### src/rtl/fifo_rd_pkg.sv
// Shared types and constants for the FIFO read-side stream adapter.
package fifo_rd_pkg;

  localparam int SKID_DEPTH = 2;

  typedef logic [1:0] occ_t;

  // A beat counter needs at least one bit, even for single-beat bursts.
  function automatic int beat_w(input int burst_len);
    return (burst_len <= 2) ? 1 : $clog2(burst_len);
  endfunction

endpackage

### src/rtl/fifo_rd_skid_buf.sv
// Two-entry register skid buffer: head register feeds the stream, tail absorbs one extra word.
module fifo_rd_skid_buf
  import fifo_rd_pkg::*;
#(
  parameter int P_DATA_WIDTH = 8
) (
  input  logic                    clk,
  input  logic                    rst_n,
  input  logic                    push_i,
  input  logic                    pop_i,
  input  logic [P_DATA_WIDTH-1:0] wdata_i,
  output logic [P_DATA_WIDTH-1:0] head_o,
  output occ_t                    occ_o
);

  logic [P_DATA_WIDTH-1:0] head_q, head_d;
  logic [P_DATA_WIDTH-1:0] tail_q, tail_d;
  occ_t                    occ_q, occ_d;

  always_comb begin
    // NOTE: every next-state signal gets its hold value first, so no path leaves one unassigned (no latch).
    head_d = head_q;
    tail_d = tail_q;
    occ_d  = occ_q;
    unique case ({push_i, pop_i})
      2'b10: begin
        if (occ_q == occ_t'(0)) begin
          head_d = wdata_i;
          occ_d  = occ_t'(1);
        end else if (occ_q == occ_t'(1)) begin
          tail_d = wdata_i;
          occ_d  = occ_t'(SKID_DEPTH);
        end
        // A push into a full buffer is dropped; only a protocol violation gets here.
      end
      2'b01: begin
        head_d = tail_q;
        occ_d  = occ_q - occ_t'(1);
      end
      2'b11: begin
        if (occ_q == occ_t'(1)) begin
          head_d = wdata_i;
        end else begin
          head_d = tail_q;
          tail_d = wdata_i;
        end
      end
      default: ;
    endcase
  end

  // NOTE: the two data registers are reset too, so m_data reads 0 out of reset rather than X.
  always_ff @(posedge clk or negedge rst_n) begin
    if (!rst_n) begin
      head_q <= '0;
      tail_q <= '0;
      occ_q  <= '0;
    end else begin
      // NOTE: non-blocking assignments keep all registers updating from the same pre-edge values.
      head_q <= head_d;
      tail_q <= tail_d;
      occ_q  <= occ_d;
    end
  end

  assign head_o = head_q;
  assign occ_o  = occ_q;

endmodule

### src/rtl/fifo_rd_stream_adapter.sv
// Read-domain consumer: credit-based FIFO read issue, skid buffering and a burst-marking valid/ready stream.
module fifo_rd_stream_adapter
  import fifo_rd_pkg::*;
#(
  parameter int P_DATA_WIDTH = 8,
  parameter int P_BURST_LEN  = 4
) (
  input  logic                    rd_clk,
  input  logic                    rd_rst_n,
  input  logic                    fifo_empty,
  output logic                    fifo_rden,
  input  logic [P_DATA_WIDTH-1:0] fifo_rdata,
  input  logic                    fifo_rddata_valid,
  output logic                    m_valid,
  input  logic                    m_ready,
  output logic [P_DATA_WIDTH-1:0] m_data,
  output logic                    m_last,
  output logic                    err_protocol
);

  localparam int           BW        = beat_w(P_BURST_LEN);
  localparam logic [BW-1:0] LAST_BEAT = BW'(P_BURST_LEN - 1);

  occ_t                    occ;
  logic [P_DATA_WIDTH-1:0] head;
  logic                    pop;
  logic [2:0]              credit;
  logic                    inflight_q;
  logic [BW-1:0]           beat_q, beat_d;
  logic                    err_q, err_d;

  fifo_rd_skid_buf #(
    .P_DATA_WIDTH(P_DATA_WIDTH)
  ) u_buf (
    .clk    (rd_clk),
    .rst_n  (rd_rst_n),
    .push_i (fifo_rddata_valid),
    .pop_i  (pop),
    .wdata_i(fifo_rdata),
    .head_o (head),
    .occ_o  (occ)
  );

  assign m_valid = (occ != occ_t'(0));
  assign pop     = m_valid & m_ready;

  // Words held plus the word on its way, minus the one leaving: a read is only issued if its data will fit.
  assign credit    = {1'b0, occ} + {2'b00, inflight_q} - {2'b00, pop};
  assign fifo_rden = rd_rst_n & ~fifo_empty & (credit < 3'd2);

  always_comb begin
    beat_d = beat_q;
    if (pop) beat_d = (beat_q == LAST_BEAT) ? '0 : beat_q + BW'(1);
    err_d = err_q | (fifo_rddata_valid & ~inflight_q);
  end

  always_ff @(posedge rd_clk or negedge rd_rst_n) begin
    if (!rd_rst_n) begin
      inflight_q <= 1'b0;
      beat_q     <= '0;
      err_q      <= 1'b0;
    end else begin
      inflight_q <= fifo_rden;
      beat_q     <= beat_d;
      err_q      <= err_d;
    end
  end

  assign m_data       = head;
  assign m_last       = m_valid & (beat_q == LAST_BEAT);
  assign err_protocol = err_q;

endmodule
### config.mk
export PLATFORM = sky130hd
export DESIGN_NAME = fifo_rd_stream_adapter
export DESIGN_NICKNAME = d
export VERILOG_FILES = /design/src/rtl/fifo_rd_pkg.sv /design/src/rtl/fifo_rd_skid_buf.sv /design/src/rtl/fifo_rd_stream_adapter.sv
export SDC_FILE = /design/constraint.sdc
export NUM_CORES = 1
export LEC_CHECK = 0
export ABC_CLOCK_PERIOD_IN_PS = 2900
export CAP_MARGIN = 25
export CORE_MARGIN = 5
export CORE_UTILIZATION = 40
export DETAILED_ROUTE_END_ITERATION = 16
export GPL_ROUTABILITY_DRIVEN = 0
export GPL_TIMING_DRIVEN = 0
export SLEW_MARGIN = 20
export SYNTH_ARGS = -nofsm -noshare
export SYNTH_HDL_FRONTEND = slang
export SYNTH_SLANG_ARGS = --single-unit
### constraint.sdc
create_clock -name rd_clk -period 2.9 [get_ports rd_clk]
set_input_delay 0.58 -clock rd_clk [delete_from_list [all_inputs] [get_ports rd_clk]]
set_output_delay 0.58 -clock rd_clk [all_outputs]
set_load 0.05 [all_outputs]
* Yosys cells after proc, flatten, opt, wreduce, memory -nomap -nowiden
Cells that the tools add are included.
** Word-level totals
- Bits in registers :: 22
- Latch bits :: 0
- Memory bits (writable) :: 0
- Bits in read-only memories :: 0
- Output and inout port bits :: 12
- Word-level logic and storage cells :: 46
- Memories kept :: 0
** Operators by class
- $add $sub $neg :: 4
- $mul :: 0
- Div/mod/pow operators :: 0
- $lt $le $gt $ge :: 1
- Equal/unequal tests :: 9
- Shifts and indexed selects :: 0
- Multiplexer cells :: 10
- Bitwise operators :: 8
- Reductions and logical operators :: 8
** Operator list (count)
- 8-bit 2-to-1 mux :: 4
- 8-bit case mux with 3 select lines :: 1
- 8-bit case mux with 2 select lines :: 1
- 2-bit == test (second input constant) :: 3
- 2-bit 2-to-1 mux :: 3
- 2-bit nonzero test :: 3
- 1-bit AND :: 5
- 2-bit by 1-bit == test with 1-bit output (second input constant) :: 2
- 2-bit != test (second input constant) :: 2
- 2-bit case mux with 2 select lines :: 1
- 2-bit AND reduction :: 2
- 2-bit by 1-bit adder with 3-bit output :: 1
- 3-bit by 2-bit less-than comparator with 1-bit output (second input constant) :: 1
- 3-bit by 1-bit != test with 1-bit output (second input constant) :: 1
- 3-bit AND reduction :: 1
- 3-bit nonzero test :: 1
- 3-bit by 1-bit subtractor with 3-bit output :: 1
- 2-bit by 1-bit adder with 2-bit output (second input constant) :: 1
- 2-bit logical NOT :: 1
- 2-bit by 1-bit != test with 1-bit output (second input constant) :: 1
- 1-bit NOT :: 2
- 2-bit by 1-bit subtractor with 2-bit output (second input constant) :: 1
- 1-bit bitwise OR :: 1

* Depth between registers and ports, before layout
- Word-level depth :: 5
- Depth in mapped cells :: 9

* By module
A second synthesis with hierarchy kept.
** Unflattened totals
- Cell total of the unflattened synthesis :: 85
- Area, all modules :: 1091.0 µm²
** Modules (own cells, without submodules)
- fifo_rd_skid_buf :: instances 1, cells an instance 65, area each 859.6 µm², seq. area each 450.4 µm²
- fifo_rd_stream_adapter :: instances 1, cells an instance 20, area each 231.5 µm², seq. area each 100.1 µm²

* Worst setup path before layout
OpenSTA, ideal clock, no wires.
- Path type :: flip-flop to output port
- Start point :: register u_buf.occ_q[0] (netlist: u_buf.occ_o[0])
- End point :: output port fifo_rden
- Arrival time :: 2.978 ns
- Required time :: 2.320 ns
- Setup slack :: -0.658 ns
- Stages on the path, launching flop included :: 10
- Buffers on the path :: 0
- Cell sequence :: dfrtp_1 -> inv_1 -> ha_1 -> nor2b_4 -> inv_1 -> nor2_1 -> o21ai_0 -> fa_1 -> xor2_1 -> nor3_1
** Between the ends
- Word-level cells in the longest chain between the ends :: 5
- Elaborated cells on any way between the ends :: 6
- Classes of those cells :: add/sub: 2; order compare: 1; bitwise: 2; reduce/logical: 1
** Ends and longest elaborated chain
- start, declared :: RTL line fifo_rd_skid_buf.sv:18 : occ_t occ_q, occ_d;
- start signal, assigned :: RTL line fifo_rd_skid_buf.sv:57 : occ_q <= '0;
- start signal, assigned :: RTL line fifo_rd_skid_buf.sv:62 : occ_q <= occ_d;
- branches (longest 2 deep; another with 2-bit by 1-bit adder with 3-bit output)
- 3-bit by 1-bit subtractor with 3-bit output (*) :: RTL line fifo_rd_stream_adapter.sv:48 : assign credit = {1'b0, occ} + {2'b00, inflight_q} - {2'b00, pop};
- 3-bit by 2-bit less-than comparator with 1-bit output (*) :: RTL line fifo_rd_stream_adapter.sv:49 : assign fifo_rden = rd_rst_n & ~fifo_empty & (credit < 3'd2);
- 1-bit AND (*) :: RTL line fifo_rd_stream_adapter.sv:49
- end, declared :: RTL line fifo_rd_stream_adapter.sv:11 : output logic fifo_rden,
Mark *: on every way between the ends.

* Final worst setup path
Ends and elaborated chain as after synthesis.

==> reports/metrics.yaml <==
run_status:
  status: "completed"
synth:
  yosys.area.top_type: "dfrtp_1"
  ys.warnings.count: 0
  yosysSeqAreaShare_pct: 42.84
  syn_inst: 118
  syn_area_per_cell_um2: 10.89
  synth_top_area_share_pct: 42.84
  synth_area_leaders: "dfrtp_1 (43%), mux2_4 (9.3%), mux2_2 (6.1%)"
  synth_nets: 138
  synth_flop_cell: "dfrtp_1"
  ys_async_sr_fraction_pct: 100.0
  syn_area_mm2: 0.001285
  ys_types: 29
  synth_edf_count: 0
  ys_ff_latch: 22
setup_path:
  critPathKind: "reg2out"
  reg2regPathDepth: 10
  end_kind: "primary output"
  cp_slowest_cell: "fa_2"
  slowest_delay_ns: 0.52
  arrival_ns: 2.25
  cp-start-kind: "flip-flop"
  path_cells: "inv_2, ha_4, nor2b_4, inv_4, nor2_4, o21ai_2, fa_2, nand2_2, nor3_4, buf_6"
  crit_fanout: 2
  worstPathRequired_ns: 2.32
pwr:
  max-vdd-ir-drop_uv: 543.0
  p_leak_nw: 0.7733
  p_per_area_mw_per_mm2: 1063
place:
  place_area_mm2: 0.001594
  dp_hpwl_um: 1965
  dp_slack_ns: -1.018
  io_buffers: 24
cts:
  cts_sinks: 22
  clock_path_buffers: 2
  clock_latency_ns: 0.30
  cts_made_buffers: 3
  clock-root-buffer: "clkbuf_4"
  htree_levels: 1
  cts_tree: "yes"
  hold_buffers: 0
  path_clk_slew_ns: 0.11
cells_and_area:
  fillers: 296
  final_common_cell: "dfrtp_1"
  nets: 179
  seqCellArea_um2: 550.5
  antenna_cells: 0
  design_area_mm2: 0.001742
  area_growth_pct: 35.54
  final_cell_mix: "dfrtp_1 (22), clkdlybuf4s50_1 (21), buf_4 (12), nor2_1 (12), nand2_1 (11)"
  drive_gt1_share_pct: 32.48
  multi_input_area_um2: 725.7
grt:
  grt_max_degree: 24
  grt_pass1_vias: 1129
  overflow: 0
  grt_first_pass_wirelength_um: 5085
  antenna_found_initial: 0
  grt_usage_pct: 15.07
drt:
  drt_iter0_markers: 53
  wl_per_cell_um: 15.61
  drc: 0
  wl_um: 3138
  postRouteAntennaNets: 0
  via_per_inst: 5.209
  vias: 1047
  dr.pass1.iters: 4
sta:
  setup_viol: 0
  rsz0062_at_grt: "true"
  final-max-slew-violation-count: 0
  finalClockSkew_ns: 0.001658
  finalHoldViolations: 0
  max_freq_ghz: 0.3535
  worst_pin_slew_ns: 0.6037
  slew-limit-headroom_pct: 59.61
  layout_setup_ws_ns: 0.07110
  fin_crit_sh_pct: 97.55
  period_minus_slack_ns: 2.829
  hold_slack_ns: 0.2335
run:
  cap_violations: 0
floorplan:
  row_count: 20
  dieHeight_um: 66.68
  die-area_mm2: 0.004446
  start_util_pct: 41.75
  coreArea_mm2: 0.003078
  dieWidth_um: 66.68
  ios: 25
worst_hold_path:
  hp-class: "in2async"
-- registers in the layout, indices dropped and copies added, names as in the netlist --
name and cells:
u_buf.tail_q 8, inflight_q 1, u_buf.head_o 8, beat_q 2, u_buf.occ_o 2, err_protocol 1
-- where the power goes --
part	switching (mW)	total, mW	internal, mW
registers	0.101	0.551	0.450
logic	0.634	1.16	0.531
clock network	0.0862	0.135	0.0484
total	0.821	1.85	1.03
-- worst max-delay path: cells and delay by family (launching register included) --
kind	cells	cell delay (ns)
and+or+nand+nor	4	0.47
AOI/OAI and AO/OA	1	0.06
DFF	1	0.41
buffers and inverters	3	0.32
adders and majority gates	2	0.70
-- repair_timing --
action | CTS | global route
setup endpoints to repair | 1 | 1
pin swaps | 5 | 4
resized for setup | 23 | 0
setup buffers | 9 | 3
-- routing by layer --
layer	wire (um)	vias to the layer above	track usage, %
met5	0	-	0
met4	63	0	6.091
met3	151	10	4.047
met2	1596	30	26.24
met1	1327	511	17.30
li1	-	496	-
-- cells in the mapped netlist (2+ instances only) --
cell type / count
dfrtp_1: 22
nor2_1: 14
nand2_1: 12
a22oi_1: 8
a31oi_1: 8
mux2_4: 8
mux2_2: 7
ha_1: 6
inv_1: 5
o21ai_0: 4
a21oi_1: 2
and2_1: 2
buf_6: 2
nor3_1: 2
o21ai_4: 2
-- kinds of logic (layout without fill, tap and decap cells) --
kind of cell	Yosys count	in the layout	synth area share [%]
mux	16	16	16.26
buf+inv	10	49	4.381
compound gates	27	27	15.29
xor+xnor	1	1	0.6817
flops	22	22	42.84
fa+ha+maj	7	7	7.400
simple gates	35	35	13.14
-- area by class of cell --
| class | instances | area share, % |
|---|---|---|
| plain buffers | 4 | 1.940 |
| clock buffers | 3 | 1.293 |
| inverters | 6 | 1.437 |
| multi-input cells | 86 | 41.67 |
| flip-flops and latches | 22 | 31.61 |
| well taps | 44 | 3.161 |
| repair buffers | 36 | 18.89 |
-- through the flow --
stage | power [mW] | utilization [%] | TNS (ns) | std cells
floorplan | 1.283 | - | 0 | 118
global placement | 1.535 | 51.79 | -0.9813 | 186
detailed placement | 1.562 | 51.79 | -1.018 | 186
CTS | 1.820 | 55.98 | 0 | 198
global route | 1.981 | 56.59 | -0.03261 | 201
finish | 1.851 | 56.59 | 0 | 201
-- final timing paths --
check | from | endpoint | slack, ns
max | u_buf.occ_o[0]$_DFFE_PN0P_ | fifo_rden | 0.07
min | rd_rst_n | u_buf.occ_o[0]$_DFFE_PN0P_ | 0.23
max reg2reg | u_buf.occ_o[0]$_DFFE_PN0P_ | u_buf.tail_q[1]$_DFFE_PN0P_ | 0.56
min reg2reg | inflight_q$_DFF_PN0_ | err_protocol$_DFF_PN0_ | 0.48
max in group asynchronous | rd_rst_n | beat_q[1]$_DFFE_PN0P_ | 2.32
min in group rd_clk | inflight_q$_DFF_PN0_ | err_protocol$_DFF_PN0_ | 0.48
No activity file was read; power rests on OpenSTA's default activity.
